File: src/rtl/pixel_pattern_gen.sv
// Test-pattern generator: overlays one of four patterns on incoming video
// timing, with registered colour, pixel coordinates and delayed syncs.
module pixel_pattern_gen #(
    parameter int H_ACTIVE  = 640,
    parameter int V_ACTIVE  = 480,
    parameter int BAR_WIDTH = 80
) (
    input  logic       osc_clk,
    input  logic       reset,
    input  logic       h_sync_in,
    input  logic       v_sync_in,
    input  logic       rgb_en,
    input  logic       mode_next,
    output logic       h_sync,
    output logic       v_sync,
    output logic       red,
    output logic       green,
    output logic       blue,
    output logic [9:0] x,
    output logic [8:0] y,
    output logic [1:0] mode
);

    typedef enum logic [1:0] {
        SOLID_RED  = 2'd0,
        COLOR_BARS = 2'd1,
        GRID       = 2'd2,
        CHECKER    = 2'd3
    } pat_t;

    localparam logic [9:0] X_LAST = 10'(H_ACTIVE - 1);
    localparam logic [8:0] Y_LAST = 9'(V_ACTIVE - 1);

    pat_t       state;
    pat_t       state_nxt;
    logic [9:0] xc;
    logic [8:0] yc;
    logic       en_q;
    logic       vs_q;
    logic       pending;
    logic       frame_start;
    logic       line_end;
    logic [2:0] bar_idx;
    logic [2:0] rgb_nxt;

    assign frame_start = vs_q & ~v_sync_in;
    assign line_end    = en_q & ~rgb_en;
    assign mode        = state;

    always_ff @(posedge osc_clk) begin
        if (reset) begin
            en_q    <= 1'b0;
            vs_q    <= 1'b1;
            h_sync  <= 1'b1;
            v_sync  <= 1'b1;
            xc      <= '0;
            yc      <= '0;
            pending <= 1'b0;
        end else begin
            en_q   <= rgb_en;
            vs_q   <= v_sync_in;
            h_sync <= h_sync_in;
            v_sync <= v_sync_in;

            if (!rgb_en || xc == X_LAST)
                xc <= '0;
            else
                xc <= xc + 10'd1;

            // Frame clear wins over the end-of-line increment
            if (frame_start)
                yc <= '0;
            else if (line_end && yc != Y_LAST)
                yc <= yc + 9'd1;

            if (frame_start)
                pending <= 1'b0;
            else if (mode_next)
                pending <= 1'b1;
        end
    end

    always_ff @(posedge osc_clk) begin
        if (reset)
            state <= SOLID_RED;
        else
            state <= state_nxt;
    end

    always_comb begin
        state_nxt = state;
        if (frame_start && (pending || mode_next)) begin
            case (state)
                SOLID_RED:  state_nxt = COLOR_BARS;
                COLOR_BARS: state_nxt = GRID;
                GRID:       state_nxt = CHECKER;
                default:    state_nxt = SOLID_RED;
            endcase
        end
    end

    // Bar index by threshold compare chain, saturating at the last bar
    always_comb begin
        bar_idx = '0;
        for (int k = 1; k < 8; k++) begin
            if (int'(xc) >= k * BAR_WIDTH)
                bar_idx = 3'(k);
        end
    end

    always_comb begin
        rgb_nxt = 3'b000;
        case (state)
            SOLID_RED:  rgb_nxt = 3'b100;
            COLOR_BARS: rgb_nxt = ~bar_idx;
            GRID: begin
                if (xc[3:0] == 4'd0 || yc[3:0] == 4'd0 ||
                    xc == X_LAST || yc == Y_LAST)
                    rgb_nxt = 3'b111;
            end
            default:    rgb_nxt = {3{xc[5] ^ yc[5]}};
        endcase
    end

    always_ff @(posedge osc_clk) begin
        if (reset) begin
            red   <= 1'b0;
            green <= 1'b0;
            blue  <= 1'b0;
            x     <= '0;
            y     <= '0;
        end else if (rgb_en) begin
            {red, green, blue} <= rgb_nxt;
            x <= xc;
            y <= yc;
        end else begin
            {red, green, blue} <= 3'b000;
        end
    end

endmodule

File: config.mk
export PLATFORM = sky130hd
export DESIGN_NAME = pixel_pattern_gen
export DESIGN_NICKNAME = d
export VERILOG_FILES = /design/src/rtl/pixel_pattern_gen.sv
export SDC_FILE = /design/constraint.sdc
export NUM_CORES = 1
export LEC_CHECK = 0
export ABC_AREA = 1
export ABC_CLOCK_PERIOD_IN_PS = 3110
export BUFFER_PORTS_ARGS = -buffer_cell sky130_fd_sc_hd__buf_2
export CAP_MARGIN = 20
export CORE_MARGIN = 2
export CORE_UTILIZATION = 60
export DETAILED_ROUTE_END_ITERATION = 7
export PLACE_DENSITY = 0.84
export REMOVE_ABC_BUFFERS = 1
export SYNTH_ARGS = -nofsm -noshare
export SYNTH_HDL_FRONTEND = slang
export SYNTH_SLANG_ARGS = --single-unit
File: constraint.sdc
create_clock -name osc_clk -period 3.11 [get_ports osc_clk]
set_input_delay 0.1555 -clock osc_clk [delete_from_list [all_inputs] [get_ports osc_clk]]
set_output_delay 0.1555 -clock osc_clk [all_outputs]
set_load 0.02 [all_outputs]
# Yosys cells after proc, flatten, opt, wreduce, memory -nomap -nowiden

Index checks and enable logic that the tools add are counted.

Add/subtract/negate cells: 2
Reduce and logical (&&, ||, !) cells: 14
$lt $le $gt $ge: 7
Equal/unequal tests: 5
Multiplexer cells: 10
Bitwise operators: 6

Operators by type and width:

| kind                                                                                 | count |
|---|---|
| 10-bit by 9-bit greater-or-equal comparator with 1-bit output, second input constant | 3 |
| 3-bit 2-to-1 mux                                                                     | 7 |
| 10-bit by 8-bit greater-or-equal comparator with 1-bit output, second input constant | 2 |
| 10-bit by 1-bit adder with 10-bit output, second input constant                      | 1 |
| 10-bit == test, second input constant                                                | 1 |
| 10-bit greater-or-equal comparator, second input constant                            | 1 |
| 10-bit by 7-bit greater-or-equal comparator with 1-bit output, second input constant | 1 |
| 9-bit by 1-bit adder with 9-bit output, second input constant                        | 1 |
| 9-bit == test, second input constant                                                 | 1 |
| 9-bit inequality test, second input constant                                         | 1 |
| 3-bit case mux with 3 select lines                                                   | 1 |
| 4-bit logical NOT                                                                    | 2 |
| 2-bit case mux with 3 select lines                                                   | 1 |
| 2-bit OR reduction                                                                   | 3 |
| 1-bit logical OR                                                                     | 5 |
| 3-bit inverter                                                                       | 1 |
| 1-bit AND                                                                            | 2 |
| 2-bit by 1-bit == test with 1-bit output, second input constant                      | 1 |
| 2-bit == test, second input constant                                                 | 1 |
| 1-bit logical AND                                                                    | 2 |
| 2-bit logical NOT                                                                    | 1 |
| 1-bit inverter                                                                       | 2 |
| 1-bit logical NOT                                                                    | 1 |
| 1-bit 2-to-1 mux                                                                     | 1 |
| 1-bit XOR                                                                            | 1 |

Input port bits: 6
Register bits: 47
Word-level logic and storage cells: 56

# Depth between registers and ports, before layout

Gate-level depths: netlist of the first run.

Depth in word-level cells: 10
Gate-level depth with buffers: 13
Mapped depth without buffers: 13

# Worst setup path before layout of the first run

No wires, ideal clock.

Path type: register to register
From: register yc[0]
To: register yc[8]
Library setup time: 69 ps
Stages on the path, launching flop included: 10
Setup slack: 1706 ps
Required time: 3041 ps
Arrival: 1335 ps
Path buffers: 0
Cell sequence: dfxtp_1 > ha_1 > nand2_1 > nor3_2 > nand3_2 > nand3_4 > nor2_4 > nand2_2 > or2_1 > a21oi_2

Cells in the longest elaborated chain, start to end: 2

Ends and longest elaborated chain:

| what                                                                           | line | RTL |
|---|---|---|
| start, declared                                                                | 37   | `logic [8:0] yc;` |
| start signal, assigned                                                         | 74   | `yc <= yc + 9'd1;` |
| branches (longest 2 deep; another with 9-bit by 1-bit adder with 9-bit output) | -    |  |

Parallel ways; which one is timed is not known.
A chain may end at the register's enable or synchronous reset.

# Worst setup path in the final report of the first run

From: input reset
To: register yc[1]

Cells in the longest elaborated chain, start to end: 1

Ends and longest elaborated chain:

| what                         | line | RTL |
|---|---|---|
| start, declared              | 9    | `input logic reset,` |
| 2-bit OR reduction (no line) | -    |  |

No other way between the ends.

==> metrics.md, run 1 <==
| Metric | Value |
|---|---|
| Antenna violations before repair | 0 |
| Post-CTS Resized | 0 |
| First-pass GRT wire length | 7090 um |
| Fin crit share | 53.9% |
| Diode count | 0 |
| DRT Wirelength | 3860 um |
| DR pass1 iterations | 4 |
| Vias per cell | 5.03 |
| Area Overhead vs Synth | 13.1% |
| Filler instances | 291 |
| Post-DP HPWL | 2800 um |
| Final #Nets | 313 |
| Power density cells | 438 mW/mm^2 |
| Max Slew Vio Count | 0 |
| Clock root cell | clkbuf_4 |
| Vias in the first global route | 1644 |
| Worst-path maximum fanout | 22 |
| Top post-synthesis cells by count | dfxtp_1 (47), nand2_1 (42), a21oi_1 (35) |
| Synth area leaders | dfxtp_1 (46%), a21oi_1 (8.5%), nand2_1 (7.7%), o21ai_0 (5.8%), ha_1 (4.9%) |
| Chip height | 62.5 um |
| Critical Path Max Stage Delay | 530 ps |
| R2R setup slack | 1510 ps |
| Maximum clock insertion buffer count | 2 |
| Worst-margin pin slew | 560 ps |
| Top_reg_cell synth | dfxtp_1 |
| Avg Synthesized Cell Area | 7.79 um^2 |
| Grt total ovfl | 0 |
| DRC | 0 |
| Period minus WS final | 1680 ps |
| Clock transition at path regs | 140 ps |
| Number of synthesized flops with an enable pin | 0 |
| Fraction of layout cells with a size suffix above 1 | 20.0% |
| Layout Utilization | 70.3% |
| Post-CTS Hold Buffers | 3 |
| Top-area cell type share of the netlist area | 45.8% |
| Final setup viols | 0 |
| LEAKAGE | 0.000965 uW |
| Storage cell area | 941 um^2 |
| Mapped Cells | 264 |
| CP Cell Sequence | dlygate4sd3_1, buf_2, inv_1, nand2_1, a211oi_1 |
| Sum of negative setup slack | 0 ps |
| CP endpoint kind | flop |
| H-tree level count | 2 |
| PortBufs | 31 |
| CP max stage cell | dlygate4sd3_1 |
| Count leader, synth | dfxtp_1 |
| Run status | completed |
| Final Cell Area | 0.00233 mm^2 |
| Vias | 1740 |
| Initial core utilization | 62.1% |
| Signal arrival time at the worst endpoint | 1950 ps |
| Largest net degree at the start of global routing | 38 |
| Max_cap viols | 0 |
| Later-pin clock latency in the skew report | 360 ps |
| Final Wtd Congestion | 0.864 |
| Area after DPL | 0.00224 mm^2 |
| Die ar. | 0.00391 mm^2 |
| Synth unique cells | 31 |
| Ys async rst share | 0% |
| RSZ-0062 raised after global routing | no |
| Die Width | 62.5 um |
| Synth area leader | dfxtp_1 |
| Seq/Total Area, Yosys | 45.8% |
| CTS buffer count | 5 |
| Yosys warnings | 0 |
| Hold WC Path Type | in2reg |
| CP Data Required Time | 3390 ps |
| Synth Cell Area | 0.00206 mm^2 |
| Rows | 21 |
| Initial drt markers | 90 |
| Setup Fix Bufs, Post-CTS | 0 |
| Slew HR | 62.6% |
| Worst Setup Start Kind | input port |
| I/O Pins | 32 |
| CP Class | in2reg |
| Peak VDD IR | 0.348 mV |
| Fin. Hold Viols | 0 |
| CTS tree | built |
| Core ar. | 0.00331 mm^2 |
| Yosys reg bits | 47 |
| Gr usage total | 22.4% |
| Fmax | 0.597 GHz |
| Wirelength per Cell | 11.2 um |
| Worst Clk Skew | 16.1 ps |
| Area of the multi-input gates | 961 um^2 |
| Final ANT Viol Nets | 0 |
| Clock Sink Count | 47 |
-- registers in the layout, summed over array words and instances, names as in the netlist --
name / count
blue: 1
en_q: 1
green: 1
h_sync: 1
mode: 2
pending: 1
red: 1
vs_q: 1
x: 10
xc: 10
y: 9
yc: 9
-- through the flow --
step	hold WS (ps)	instances	worst slack, ps	power [uW]
floorplan	234	258	1710	719
global placement	342	335	1590	755
detailed placement	347	335	1540	758
CTS	32.4	346	1440	1030
global route	48.9	346	1300	1070
finish	40.4	346	1430	1020
-- final timing paths --
kind / cells after the start / from / endpoint
worst max-delay path: 5 / reset / yc[1]
worst min-delay path: 3 / mode_next / pending
worst max register to register: 9 / yc[0] / yc[8]
worst min register to register: 2 / pending / pending
-- logic make-up after synthesis --
| group | share of synthesized area (%) |
|---|---|
| xor+xnor | 1.28 |
| buf+inv | 7.49 |
| simple gates | 23.1 |
| flops | 45.8 |
| fa+ha+maj | 4.87 |
| compound gates | 17.5 |
-- critical path: cells and delay by family --
kind            cells  cell delay, ps
compound gates      1             310
buf+inv             3            1090
simple gates        1             390
-- power breakdown --
group	switching [uW]	total [uW]	internal, uW	leakage [uW]
clock	184	271	87.4	0.0000282
combinational	73.1	112	38.8	0.000552
sequential	11.0	635	624	0.000384
-- area by class of cell --
cell class / instances / share of cell area (%)
inverter: 34 / 5.49
multi-input combinational: 177 / 41.3
clock inverter: 2 / 0.538
sequential: 47 / 40.5
clock buffer: 6 / 1.78
tap: 46 / 2.47
timing repair buffer: 34 / 7.96
-- layout by cell type, fill, tap and decap left out, drive strengths merged --
cell / instances
dlygate4sd3: 3
a211oi: 2
nor3: 8
o211ai: 1
ha: 8
nand3b: 1
nand3: 8
nand4: 3
o21a: 3
dfxtp: 47
xor2: 3
nor3b: 3
nand2: 45
a21oi: 36
buf: 31
clkinvlp: 1
inv: 34
or2: 2
clkbuf: 6
nor4: 1
o21ai: 26
clkinv: 1
nor2: 27
-- per-layer routing --
| layer | GRT usage (%) | vias to the layer above | wire length, um |
|---|---|---|---|
| li1 | - | 940 | - |
| met5 | 0 | - | 0 |
| met2 | 36.6 | 34 | 1710 |
| met4 | 6.94 | 0 | 49 |
| met3 | 5.41 | 6 | 174 |
| met1 | 29.4 | 760 | 1930 |
Power figures use the tool's default switching activity.
==> run 2, diff against run 1 <==
--- a/config.mk
+++ b/config.mk
@@ -6,13 +6,13 @@
 export NUM_CORES = 1
 export LEC_CHECK = 0
 export ABC_AREA = 1
-export ABC_CLOCK_PERIOD_IN_PS = 3110
+export ABC_CLOCK_PERIOD_IN_PS = 1420
 export BUFFER_PORTS_ARGS = -buffer_cell sky130_fd_sc_hd__buf_2
 export CAP_MARGIN = 20
 export CORE_MARGIN = 2
-export CORE_UTILIZATION = 60
+export CORE_UTILIZATION = 50
 export DETAILED_ROUTE_END_ITERATION = 7
-export PLACE_DENSITY = 0.84
+export PLACE_DENSITY = 0.74
 export REMOVE_ABC_BUFFERS = 1
 export SYNTH_ARGS = -nofsm -noshare
 export SYNTH_HDL_FRONTEND = slang
==> constraint.sdc (replaced) <==
create_clock -name osc_clk -period 1.42 [get_ports osc_clk]
set_input_delay 0.071 -clock osc_clk [delete_from_list [all_inputs] [get_ports osc_clk]]
set_output_delay 0.071 -clock osc_clk [all_outputs]
set_load 0.02 [all_outputs]
==> metrics.md, run 2 (synthesized netlist as in run 1, its figures left out) <==
| Metric | Value |
|---|---|
| Run status | completed |
| R2R setup slack | 10 ps |
| Switch share | 24.5% |
| RSZ-0062 raised after global routing | yes |
| Registers with the most flip-flops | x (10), xc (10) |
| Max_cap viols | 0 |
| CP endpoint kind | flop |
| Worst Clk Skew | 8.35 ps |
| DRT Wirelength | 4350 um |
| DP Cell Count | 351 |
| Worst-path maximum fanout | 5 |
| PortBufs | 31 |
| Largest net degree at the start of global routing | 37 |
| Clock power share | 36.9% |
| Core ar. | 0.00397 mm^2 |
| Grt total ovfl | 0 |
| Post-DP HPWL | 3010 um |
| Hold path start | mode_next |
| Initial core utilization | 51.8% |
| Worst Setup Start Kind | flop |
| CTS buffer count | 5 |
| Fin. Hold Viols | 0 |
| Fin crit share | 99.2% |
| Fraction of layout cells with a size suffix above 1 | 31.9% |
| Vias | 1847 |
| Reg2Reg Depth | 8 |
| Final Cell Area | 0.00261 mm^2 |
| Period minus WS final | 1410 ps |
| Clock transition at path regs | 90 ps |
| Wirelength per Cell | 12.0 um |
| Final Instance Count excl. Fillers | 363 |
| Vias per cell | 5.09 |
| H-tree level count | 2 |
| Worst Hold Path Cells | 3 |
| LEAKAGE | 0.00111 uW |
| Hold Path End | pending |
| Max Slew Vio Count | 0 |
| Gr usage total | 20.0% |
| Final setup viols | 0 |
| Cell Int Power | 1980 uW |
| I/O Pins | 32 |
| Clock root cell | clkbuf_8 |
| Worst-margin pin slew | 603 ps |
| Maximum clock insertion buffer count | 2 |
| Vias in the first global route | 1597 |
| Area after DPL | 0.00234 mm^2 |
| CTS tree | built |
| Power density cells | 1010 mW/mm^2 |
| Fmax | 0.710 GHz |
| Die ar. | 0.00464 mm^2 |
| Signal arrival time at the worst endpoint | 1580 ps |
| Hold WC Path Type | in2reg |
| CP Data Required Time | 1590 ps |
| CP Class | reg2reg |
| Final worst setup slack | 11.8 ps |
| First-pass GRT wire length | 7000 um |
| Rows | 23 |
| Initial drt markers | 79 |
| Antenna violations before repair | 0 |
| Peak VDD IR | 0.817 mV |
| Chip height | 68.1 um |
| Reg-to-Reg Start | yc[0] |
| DRC | 0 |
| Die Width | 68.1 um |
| Slew HR | 59.3% |
| Later-pin clock latency in the skew report | 300 ps |
| Area of the multi-input gates | 0.00106 mm^2 |
| Final #Nets | 326 |
| DR pass1 iterations | 4 |
| NetSw | 643 uW |
| Total power | 2620 uW |
| Worst slack at placement | -23.8 ps |
| Filler instances | 344 |
| Clock Sink Count | 47 |
| R2R Path End | yc[2] |
| Area Overhead vs Synth | 26.9% |
| Register share of total power | 52.9% |
| Combinational share of power | 10.2% |
| Most common cell after layout, fill and taps aside | dfxtp_1 |
| Final Wtd Congestion | 0.835 |
| Storage cell area | 958 um^2 |
| Final ANT Viol Nets | 0 |
| Layout Utilization | 65.7% |
| Most frequent cells in the layout | dfxtp_1 (39), nand2_1 (38), a21oi_1 (31), buf_2 (31) |
| Diode count | 0 |
-- run 2: area by class of cell --
cell class / count / share of cell area (%)
clock buffers: 5 / 2.64
inverters: 34 / 4.89
clock inverters: 3 / 1.68
repair buffers: 47 / 11.0
multi-input cells: 177 / 40.7
flip-flops and latches: 47 / 36.7
well taps: 50 / 2.40
-- run 2: how the worst max path moves through the flow --
| stage | depth (start not counted) | end | slack [ps] | from |
|---|---|---|---|---|
| CTS | 9 | yc[8] | -3 | yc[0] |
| global route | 9 | yc[8] | -60 | yc[0] |
| global placement | 9 | yc[8] | 40 | yc[0] |
| floorplan | 9 | yc[8] | 20 | yc[0] |
| finish | 8 | yc[2] | 10 | yc[0] |
| detailed placement | 9 | yc[8] | -20 | yc[0] |
-- run 2: timing repair --
| item | in CTS | in global routing |
|---|---|---|
| setup buffers | 1 | 0 |
| resized for setup | 5 | 31 |
| pin swaps | 2 | 8 |
| endpoints found under the hold margin | 3 | 0 |
| hold buffers | 3 | 0 |
| endpoints found under the setup margin | 5 | 20 |
-- run 2: power by group through the flow --
stage                     Combinational [uW]  Clock (uW)  Sequential (uW)
final                                    267         969             1390
after global routing                     300        1050             1390
after CTS                                259         998             1390
after detailed placement                 251           0             1420
after global placement                   249           0             1420
after floorplan                          107           0             1470
-- run 2: critical path: stages (launching register included) --
cell and delay [ps]:
dfxtp_2 360, ha_4 150, nand2_2 50, nor3_2 110
nand3_2 130, nand3_4 140, buf_4 150, o21ai_1 50
nor3b_1 130
-- run 2: metal layers --
metal,routed length [um],share of wire [%],global-route usage [%]
met2,2030,47,32.4
met1,2070,47,25.7
met3,195,4.5,5.10
met5,0,0,0
met4,60,1.4,6.75
-- run 2: stage by stage --
step / hold slack, ps / TNS (ps)
floorplan: 149 / 0
global placement: 256 / 0
detailed placement: 258 / -23.8
CTS: 24.1 / -3.17
global route: 38.9 / -306
finish: 30.7 / 0
==> run 3, diff against run 2 <==
--- a/config.mk
+++ b/config.mk
@@ -12,6 +12,7 @@
 export CORE_MARGIN = 2
 export CORE_UTILIZATION = 50
 export DETAILED_ROUTE_END_ITERATION = 7
+export HOLD_SLACK_MARGIN = 0.05
 export PLACE_DENSITY = 0.74
 export REMOVE_ABC_BUFFERS = 1
 export SYNTH_ARGS = -nofsm -noshare
==> metrics.md, run 3 (synthesized netlist as in run 1, its figures left out) <==
| Metric | Value |
|---|---|
| Run status | completed |
| Reg-to-Reg Start | yc[0] |
| LEAKAGE | 0.00112 uW |
| Chip height | 68.1 um |
| Fin. Hold Viols | 0 |
| Worst-margin pin slew | 603 ps |
| Worst Setup EP | yc[2] |
| Max Slew Vio Count | 0 |
| Hold WC Path Type | in2reg |
| Final ANT Viol Nets | 0 |
| Grt total ovfl | 0 |
| First-pass GRT wire length | 7040 um |
| DP Cell Count | 351 |
| CP max stage cell | dfxtp_2 |
| Vias | 1854 |
| Clock power share | 36.9% |
| CP endpoint kind | flop |
| Area after DPL | 0.00234 mm^2 |
| Largest net degree at the start of global routing | 37 |
| Area of the multi-input gates | 0.00106 mm^2 |
| Register share of total power | 52.8% |
| DR pass1 iterations | 4 |
| Wirelength per Cell | 12.0 um |
| DRC | 0 |
| NetSw | 643 uW |
| R2R Path End | yc[2] |
| Final Wtd Congestion | 0.835 |
| Final hold slack | 138 ps |
| Final #Nets | 328 |
| Most common cell after layout, fill and taps aside | dfxtp_1 |
| Initial core utilization | 51.8% |
| Later-pin clock latency in the skew report | 300 ps |
| CTS tree | built |
| Power density cells | 999 mW/mm^2 |
| Slew HR | 59.3% |
| Worst Clk Skew | 8.35 ps |
| Clock Sink Count | 47 |
| RSZ-0062 raised after global routing | yes |
| Initial drt markers | 74 |
| CP Cell Sequence | ha_4, nand2_2, nor3_2, nand3_2, nand3_4, buf_4, o21ai_1, nor3b_1 |
| Filler instances | 340 |
| Rows | 23 |
| Clock root cell | clkbuf_8 |
| Peak VDD IR | 0.815 mV |
| CP Data Required Time | 1590 ps |
| Final Instance Count excl. Fillers | 365 |
| Post-DP HPWL | 3010 um |
| H-tree level count | 2 |
| DRT Wirelength | 4380 um |
| CP Class | reg2reg |
| PortBufs | 31 |
| Clock transition at path regs | 90 ps |
| Fraction of layout cells with a size suffix above 1 | 31.7% |
| Storage cell area | 958 um^2 |
| Combinational share of power | 10.3% |
| Most frequent cells in the layout | dfxtp_1 (39), nand2_1 (38), a21oi_1 (31), buf_2 (31) |
| Fmax | 0.711 GHz |
| R2R setup slack | 10 ps |
| Core ar. | 0.00397 mm^2 |
| Final Cell Area | 0.00263 mm^2 |
| Die Width | 68.1 um |
| Vias per cell | 5.08 |
| Diode count | 0 |
| Gr usage total | 20.1% |
| Max_cap viols | 0 |
| Period minus WS final | 1410 ps |
| Signal arrival time at the worst endpoint | 1580 ps |
| Cell Int Power | 1980 uW |
| Reg2Reg Depth | 8 |
| Antenna violations before repair | 0 |
| Fin crit share | 99.1% |
| Worst-path maximum fanout | 5 |
| Vias in the first global route | 1619 |
| Total power | 2630 uW |
| Registers with the most flip-flops | x (10), xc (10) |
| Die ar. | 0.00464 mm^2 |
| Layout Utilization | 66.2% |
| CP Launch Point | yc[0] |
| I/O Pins | 32 |
| Area Overhead vs Synth | 27.9% |
| Final setup viols | 0 |
| Switch share | 24.5% |
| Maximum clock insertion buffer count | 2 |
| Worst Setup Start Kind | flop |
| CTS buffer count | 5 |
| Critical Path Max Stage Delay | 360 ps |
[run 3: changes by cell type in the layout (fill, tap and decap cells not counted)]
| cell | previous run | this run |
|---|---|---|
| dlygate4sd3_1 | 3 | 5 |
[run 3: cell type report]
class	count	area share [%]
inverters	34	4.85
clock inverters	3	1.67
clock buffers	5	2.62
well taps	50	2.38
repair buffers	49	11.7
flip-flops and latches	47	36.5
multi-input cells	177	40.4
[run 3: how the worst min path moves through the flow]
stage | startpoint | end | slack, ps | depth (start not counted)
CTS | rgb_en | en_q | 140 | 3
global route | rgb_en | en_q | 150 | 3
detailed placement | h_sync_in | h_sync | 260 | 2
global placement | v_sync_in | vs_q | 260 | 3
floorplan | reset | mode[0] | 150 | 1
finish | rgb_en | y[6] | 140 | 4
[run 3: metal layers]
layer / global-route usage, % / wire, um
met1: 25.7 / 2040
met2: 32.9 / 2070
met3: 5.10 / 205
met4: 6.75 / 60
met5: 0 / 0
[run 3: timing repair]
item | 4_1_cts | 5_1_grt
buffers inserted | 1 | 0
hold buffers | 5 | 0
endpoints found under the setup margin | 5 | 21
endpoints found under the hold margin | 5 | 0
resized for setup | 5 | 31
pin swaps | 2 | 8
[run 3: critical path: cells and delay by family (launching register included)]
| family | cells | cell delay (ps) |
|---|---|---|
| AND/OR/NAND/NOR | 5 | 560 |
| buffers and inverters | 1 | 150 |
| adder cells (fa/ha/maj) | 1 | 150 |
| AO/OA/AOI/OAI | 1 | 50 |
| flip-flops | 1 | 360 |
[run 3: power by group through the flow]
| stage | Sequential [uW] | Combinational [uW] | Clock [uW] |
|---|---|---|---|
| floorplan | 1470 | 107 | 0 |
| global placement | 1420 | 249 | 0 |
| detailed placement | 1420 | 251 | 0 |
| CTS | 1390 | 263 | 998 |
| global route | 1390 | 305 | 1050 |
| finish | 1390 | 271 | 969 |
[run 3: through the flow]
step | TNS, ps | worst slack, ps
2_1_floorplan | 0 | 15.3
3_3_place_gp | 0 | 42.3
3_5_place_dp | -23.8 | -23.8
4_1_cts | -3.17 | -3.17
5_1_grt | -313 | -60.2
6_report | 0 | 12.7
